==> src/rtl/minimig_sram_sequencer_pkg.sv <==
// rtl/minimig_sram_sequencer_pkg.sv - shared types and helpers for the SRAM sequencer
//
// Package minimig_ram_pkg: FSM state encoding, bus phase decode, default constants.

package minimig_ram_pkg;

    typedef enum logic [1:0] {
        ST_IDLE = 2'd0,
        ST_REQ  = 2'd1,
        ST_DONE = 2'd2
    } state_t;

    localparam int          TIMEOUT_CYC_DEFAULT = 24;
    localparam logic [15:0] ABORT_DATA_DEFAULT  = 16'hFFFF;

    // Q1: strobe sampling phase of the bus cycle
    function automatic logic is_q1(input logic c1, input logic c3);
        return c1 & ~c3;
    endfunction

    // Q0: end of bus cycle, used to release the sequencer back to idle
    function automatic logic is_q0(input logic c1, input logic c3);
        return ~c1 & ~c3;
    endfunction

endpackage

==> src/rtl/minimig_sram_sequencer_if.sv <==
// rtl/minimig_sram_sequencer_if.sv - req/ack port toward the memory controller
//
// master: sequencer side (drives request, address, data, byte selects)
// slave:  controller side (drives one-cycle ack and read data)

interface minimig_sram_sequencer_if;
    logic        mem_req;
    logic        mem_we;
    logic [21:0] mem_addr;
    logic [15:0] mem_wdata;
    logic [1:0]  mem_bs;
    logic        mem_ack;
    logic [15:0] mem_rdata;

    modport master (
        output mem_req, mem_we, mem_addr, mem_wdata, mem_bs,
        input  mem_ack, mem_rdata
    );

    modport slave (
        input  mem_req, mem_we, mem_addr, mem_wdata, mem_bs,
        output mem_ack, mem_rdata
    );
endinterface

==> src/rtl/minimig_sram_sequencer_wbuf.sv <==
// rtl/minimig_sram_sequencer_wbuf.sv - one-entry posted write buffer
//
// Module minimig_ram_wbuf.
// Ports: clk, reset (sync, active-high); push with push_addr/push_data/push_bs
// captures an entry; pop empties it; valid/addr/data/bs present the entry.

module minimig_ram_wbuf (
    input  logic        clk,
    input  logic        reset,
    input  logic        push,
    input  logic [21:0] push_addr,
    input  logic [15:0] push_data,
    input  logic [1:0]  push_bs,
    input  logic        pop,
    output logic        valid,
    output logic [21:0] addr,
    output logic [15:0] data,
    output logic [1:0]  bs
);
    always_ff @(posedge clk) begin
        if (reset) begin
            valid <= 1'b0;
            addr  <= '0;
            data  <= '0;
            bs    <= '0;
        end else if (push) begin
            valid <= 1'b1;
            addr  <= push_addr;
            data  <= push_data;
            bs    <= push_bs;
        end else if (pop) begin
            valid <= 1'b0;
        end
    end
endmodule

==> src/rtl/minimig_sram_sequencer.sv <==
// rtl/minimig_sram_sequencer.sv - chipset SRAM strobes to req/ack memory transactions
//
// Samples _oe/_we/_bhe/_ble/address/data on Q1 and issues one request per bus cycle.
// Ports: clk, reset (sync, active-high); c1/c3 bus phase; bridge strobes, address, data;
// ramdata read-back; busy/timeout/overrun status; mem (controller port, master modport).
// Optional macro MINIMIG_SRAM_WRITE_POST_EN: one-entry posted write buffer.

module minimig_sram_sequencer
    import minimig_ram_pkg::*;
#(
    parameter int          TIMEOUT_CYC = TIMEOUT_CYC_DEFAULT,
    parameter logic [15:0] ABORT_DATA  = ABORT_DATA_DEFAULT
) (
    input  logic        clk,
    input  logic        reset,
    input  logic        c1,
    input  logic        c3,
    input  logic        _oe,
    input  logic        _we,
    input  logic        _bhe,
    input  logic        _ble,
    input  logic [21:0] address,
    input  logic [15:0] data,
    output logic [15:0] ramdata,
    output logic        busy,
    output logic        timeout,
    output logic        overrun,
    minimig_sram_sequencer_if.master mem
);
    localparam int             CW       = (TIMEOUT_CYC > 1) ? $clog2(TIMEOUT_CYC) : 1;
    localparam logic [CW-1:0]  CNT_LAST = CW'(TIMEOUT_CYC - 1);

    state_t        state, state_nxt;
    logic [CW-1:0] cnt;
    logic          req_we;
    logic [21:0]   req_addr;
    logic [15:0]   req_wdata;
    logic [1:0]    req_bs;

    logic q0, q1, start, start_wr;
    logic take_new, take_buf, finish_ack, finish_to, post, drop;

    logic        wb_valid;
    logic [21:0] wb_addr;
    logic [15:0] wb_data;
    logic [1:0]  wb_bs;

    assign q1       = is_q1(c1, c3);
    assign q0       = is_q0(c1, c3);
    assign start    = q1 & (~_oe | ~_we);
    assign start_wr = ~_we;            // both strobes low is treated as a write

`ifdef MINIMIG_SRAM_WRITE_POST_EN
    minimig_ram_wbuf u_wbuf (
        .clk       (clk),
        .reset     (reset),
        .push      (post),
        .push_addr (address),
        .push_data (data),
        .push_bs   ({~_bhe, ~_ble}),
        .pop       (take_buf),
        .valid     (wb_valid),
        .addr      (wb_addr),
        .data      (wb_data),
        .bs        (wb_bs)
    );
`else
    assign wb_valid = 1'b0;
    assign wb_addr  = '0;
    assign wb_data  = '0;
    assign wb_bs    = '0;
`endif

    always_ff @(posedge clk) begin
        if (reset) state <= ST_IDLE;
        else       state <= state_nxt;
    end

    always_comb begin
        state_nxt  = state;
        take_new   = 1'b0;
        take_buf   = 1'b0;
        finish_ack = 1'b0;
        finish_to  = 1'b0;
        post       = 1'b0;
        drop       = 1'b0;
        case (state)
            ST_IDLE: begin
                // a posted write drains ahead of any new start, without waiting for Q1
                if (wb_valid) begin
                    take_buf  = 1'b1;
                    state_nxt = ST_REQ;
                end else if (start) begin
                    take_new  = 1'b1;
                    state_nxt = ST_REQ;
                end
            end
            ST_REQ: begin
                // ack has priority over an expiring counter
                if (mem.mem_ack) begin
                    finish_ack = 1'b1;
                    state_nxt  = ST_DONE;
                end else if (cnt == CNT_LAST) begin
                    finish_to = 1'b1;
                    state_nxt = ST_DONE;
                end
            end
            ST_DONE: begin
                if (q0) state_nxt = ST_IDLE;
            end
            default: state_nxt = ST_IDLE;
        endcase

        // starts that cannot be issued on this edge
        if (start && !take_new) begin
`ifdef MINIMIG_SRAM_WRITE_POST_EN
            if (start_wr) begin
                if (wb_valid) drop = 1'b1;
                else          post = 1'b1;
            end else if (wb_valid) begin
                drop = 1'b1;
            end
`else
            drop = 1'b1;
`endif
        end
    end

    always_ff @(posedge clk) begin
        if (reset) begin
            cnt       <= '0;
            req_we    <= 1'b0;
            req_addr  <= '0;
            req_wdata <= '0;
            req_bs    <= '0;
            ramdata   <= 16'h0000;
            timeout   <= 1'b0;
            overrun   <= 1'b0;
        end else begin
            timeout <= finish_to;
            overrun <= drop;
            if (take_new) begin
                req_we    <= start_wr;
                req_addr  <= address;
                req_wdata <= data;
                req_bs    <= start_wr ? {~_bhe, ~_ble} : 2'b11;
            end else if (take_buf) begin
                req_we    <= 1'b1;
                req_addr  <= wb_addr;
                req_wdata <= wb_data;
                req_bs    <= wb_bs;
            end
            if (take_new || take_buf)
                cnt <= '0;
            else if (state == ST_REQ && cnt != CNT_LAST)
                cnt <= cnt + 1'b1;
            if (finish_ack && !req_we)
                ramdata <= mem.mem_rdata;
            else if (finish_to && !req_we)
                ramdata <= ABORT_DATA;
        end
    end

    assign busy          = (state != ST_IDLE);
    assign mem.mem_req   = (state == ST_REQ);
    assign mem.mem_we    = req_we;
    assign mem.mem_addr  = req_addr;
    assign mem.mem_wdata = req_wdata;
    assign mem.mem_bs    = req_bs;

endmodule

==> src/flat_wrapper.sv <==
// flat-port wrapper written by rule: the top's interface ports become plain ports
module minimig_sram_sequencer_flat import minimig_ram_pkg::*;
#(
    parameter int          TIMEOUT_CYC = TIMEOUT_CYC_DEFAULT,
    parameter logic [15:0] ABORT_DATA  = ABORT_DATA_DEFAULT
)
  (clk, reset, c1, c3, _oe, _we, _bhe, _ble, address, data, ramdata, busy, timeout, overrun, mem_mem_req, mem_mem_we, mem_mem_addr, mem_mem_wdata, mem_mem_bs, mem_mem_ack, mem_mem_rdata);
  minimig_sram_sequencer_if mem_i ();
  input  logic clk;
  input  logic reset;
  input  logic c1;
  input  logic c3;
  input  logic _oe;
  input  logic _we;
  input  logic _bhe;
  input  logic _ble;
  input  logic [21:0] address;
  input  logic [15:0] data;
  output logic [15:0] ramdata;
  output logic busy;
  output logic timeout;
  output logic overrun;
  output wire logic [$bits(mem_i.mem_req)-1:0] mem_mem_req;
  output wire logic [$bits(mem_i.mem_we)-1:0] mem_mem_we;
  output wire logic [$bits(mem_i.mem_addr)-1:0] mem_mem_addr;
  output wire logic [$bits(mem_i.mem_wdata)-1:0] mem_mem_wdata;
  output wire logic [$bits(mem_i.mem_bs)-1:0] mem_mem_bs;
  input wire logic [$bits(mem_i.mem_ack)-1:0] mem_mem_ack;
  input wire logic [$bits(mem_i.mem_rdata)-1:0] mem_mem_rdata;
  assign mem_mem_req = mem_i.mem_req;
  assign mem_mem_we = mem_i.mem_we;
  assign mem_mem_addr = mem_i.mem_addr;
  assign mem_mem_wdata = mem_i.mem_wdata;
  assign mem_mem_bs = mem_i.mem_bs;
  assign mem_i.mem_ack = mem_mem_ack;
  assign mem_i.mem_rdata = mem_mem_rdata;
  minimig_sram_sequencer #(.TIMEOUT_CYC(TIMEOUT_CYC), .ABORT_DATA(ABORT_DATA)) u_core (.clk(clk), .reset(reset), .c1(c1), .c3(c3), ._oe(_oe), ._we(_we), ._bhe(_bhe), ._ble(_ble), .address(address), .data(data), .ramdata(ramdata), .busy(busy), .timeout(timeout), .overrun(overrun), .mem(mem_i));
endmodule
==> config.mk <==
export PLATFORM = sky130hd
export DESIGN_NAME = minimig_sram_sequencer_flat
export DESIGN_NICKNAME = d
export VERILOG_FILES = /design/src/rtl/minimig_sram_sequencer_pkg.sv /design/src/rtl/minimig_sram_sequencer_if.sv /design/src/rtl/minimig_sram_sequencer_wbuf.sv /design/src/rtl/minimig_sram_sequencer.sv /design/src/flat_wrapper.sv
export SDC_FILE = /design/constraint.sdc
export NUM_CORES = 1
export LEC_CHECK = 0
export BUFFER_PORTS_ARGS = -buffer_cell sky130_fd_sc_hd__clkbuf_2
export CAP_MARGIN = 5
export CORE_MARGIN = 10
export CORE_UTILIZATION = 40
export CTS_CLUSTER_DIAMETER = 200
export CTS_CLUSTER_SIZE = 10
export DETAILED_ROUTE_END_ITERATION = 10
export GPL_TIMING_DRIVEN = 1
export PLACE_DENSITY = 0.72
export SLEW_MARGIN = 20
export SYNTH_ARGS = -nofsm -noshare
export SYNTH_HDL_FRONTEND = slang
export SYNTH_SLANG_ARGS = --single-unit
==> constraint.sdc <==
create_clock -name clk -period 3.6 [get_ports clk]
set_input_delay 0 -clock clk [delete_from_list [all_inputs] [get_ports clk]]
set_output_delay 0 -clock clk [all_outputs]
set_load 0.01 [all_outputs]
==> results.toml <==
[critical_path]
required_ps = 3870
cp_max_fo = 34
worst-r2r-setup-slack_ps = 1070
worst_r2r_path_depth = 6
start_kind = "register"
cp_data_arrival_time_ps = 2800
reg2reg_from = "u_core.state[1]"
critPathKind = "register to register"
crit_path_end_kind = "register"
r2r_end = "u_core.mem.mem_bs[0]"

[sta]
slew_violations = 0
slew_headroom = 0.532
tns_ps = 0
hold_viol = 0
finalSetupViolations = 0
hold_slack_ps = 46.5
finalCritPeriodShare = 0.702
layout_min_cycle_time_ps = 2530
fmax_mhz = 396
rsz0062_at_grt = "false"
worst_pin_slew_ps = 699
clock_skew_ps = 9.46

[run]
max-cap-violations = 0

[global_route]
grt_pass1_vias = 2664
antenna_found_initial = 1
grt_use_total = 0.162
grt_start_max_net_pins = 67
grt_pass1_wl_mm = 13.0
gr-total-overflow = 0

[clock_network]
clock-sinks = 66
cts_root_buffer = "clkbuf_8"
cts_resized = 0
cts_setup_buffers = 0
cts_hold_buf = 61
htree_levels = 3
clk_latency_ps = 330
cts_buffer_depth = 2
path_clk_slew_ps = 70
cts_buffers = 9
cts_tree = "built"

[yosys]
async_flop_share = 0
synthTopCellsByArea = "dfxtp_1 55%, nand2_1 12%, a21oi_1 8.5%"
yosys_warnings = 0
synth_top_cell_by_area = "dfxtp_1"
syn_inst = 291
yosysTopAreaCellShare = 0.546
mappedNetlistNets = 355
yosys.cell_types.count = 30
ys_seq_elements = 66
synth_edf_count = 0
syn_area_per_cell_um2 = 8.32
synthesis.area_um2 = 2420
yosysSeqAreaShare = 0.546
synthFlopType = "dfxtp_1"

[detailed_routing]
detail_route.wl_per_cell_um = 14.6
drc = 0
routed_wl_mm = 8.04
drtIter0Drc = 106
vias = 2627
first_pass_iters = 5
ant_nets = 0
viasPerCell = 4.77

[hold_path]
hold_depth = 3
hp-class = "primary input to register"
hp-start = "_oe"
holdPathEnd = "u_core.overrun"

[floorplan]
core_um2 = 5890
die_w_um = 97.8
start_util = 0.411
io_pins = 124
std_cell_rows = 28
die-area_um2 = 9560
die_h_um = 97.8

[outcome]
status = "finished clean"

[power]
ir_drop_v = 0.000358
p_per_area_nw_per_um2 = 400
p_leak_uw = 0.00174

[finish]
fin_nets = 535
drive_above_1_share = 0.303
layout_commonest_cell = "clkbuf_2"
area_delta_synth_final_pct = 57.9
final_cell_mix = "123 x clkbuf_2, 77 x nand2_1, 66 x dfxtp_1, 61 x dlygate4sd3_1, 41 x a21oi_1"

[placement]
hpwl_mm = 5.16
io_buffers = 123
place_congestion = 0.759
[logic make-up after synthesis]
family / share of synthesized area
simple gates: 0.269
flops: 0.546
fa+ha+maj: 0.00517
buf+inv: 0.0496
mux: 0.00827
xor+xnor: 0.0109
compound gates: 0.111
[cell usage after synthesis, drive strengths merged (2+ instances only)]
cell type and instances:
nand2 77, dfxtp 66, a21oi 41, nor2 40
nor3 22, buf 10, clkbuf 8, inv 3
xor2 3, a211oi 2, a311oi 2, mux2i 2
nand3 2, nor4 2
[per-layer routing]
layer  track usage  wire, um  vias up
li1              -         -     1319
met2         0.289      4150       99
met5             0         0        -
met1         0.168      3110     1193
met4        0.0839       225        0
met3        0.0493       559       16
[where the power goes]
part / leakage [uW] / internal, uW / switching (uW) / total [uW]
clock network: 0.0000758 / 248 / 272 / 520
registers: 0.000537 / 761 / 17.9 / 779
logic: 0.00113 / 116 / 113 / 229
total: 0.00174 / 1120 / 403 / 1530
[worst max path at each step]
stage / start / to / slack (ps) / cells past startpoint
floorplan: u_core.cnt[0] / u_core.ramdata[5] / 2080 / 6
global placement: u_core.state[1] / u_core.mem.mem_bs[0] / 1640 / 5
detailed placement: u_core.state[1] / u_core.mem.mem_bs[1] / 1600 / 5
CTS: u_core.state[1] / u_core.mem.mem_bs[1] / 1060 / 6
global route: u_core.state[1] / u_core.mem.mem_bs[0] / 860 / 6
finish: u_core.state[1] / u_core.mem.mem_bs[0] / 1070 / 6
[cell type report]
class / count / area, um^2
diodes: 1 / 2.50
clock buffers: 11 / 131
clock inverters: 4 / 28.8
fillers: 478 / 2060
inverters: 3 / 11.3
multi-input cells: 204 / 986
flip-flops and latches: 66 / 1320
well taps: 75 / 93.8
repair buffers: 187 / 1250
[state kept, by name, indices dropped and copies added, names as in the netlist]
| register | count |
|---|---|
| u_core.cnt | 5 |
| u_core.ramdata | 16 |
| u_core.mem.mem_bs | 2 |
| u_core.state | 2 |
| u_core.mem.mem_wdata | 16 |
| u_core.overrun | 1 |
| u_core.mem.mem_we | 1 |
| u_core.timeout | 1 |
| u_core.mem.mem_addr | 22 |
[critical path: stages (launching register included)]
cell and delay [ps]:
dfxtp_1 360, or2_4 290, nor3_4 500, buf_4 430
nor2_1 70, a311oi_1 230, dlygate4sd3_1 570
[metrics by stage]
| stage | util | area, um^2 | std cells | total power [uW] | worst slack, ps |
|---|---|---|---|---|---|
| 2_1_floorplan | - | 2420 | 291 | 888 | 2080 |
| 3_3_place_gp | 0.518 | 3050 | 474 | 964 | 1640 |
| 3_5_place_dp | 0.518 | 3050 | 474 | 969 | 1600 |
| 4_1_cts | 0.649 | 3820 | 550 | 1540 | 1060 |
| 5_1_grt | 0.650 | 3820 | 551 | 1600 | 856 |
| 6_report | 0.650 | 3820 | 551 | 1530 | 1070 |
Power figures use the tool's default switching activity.
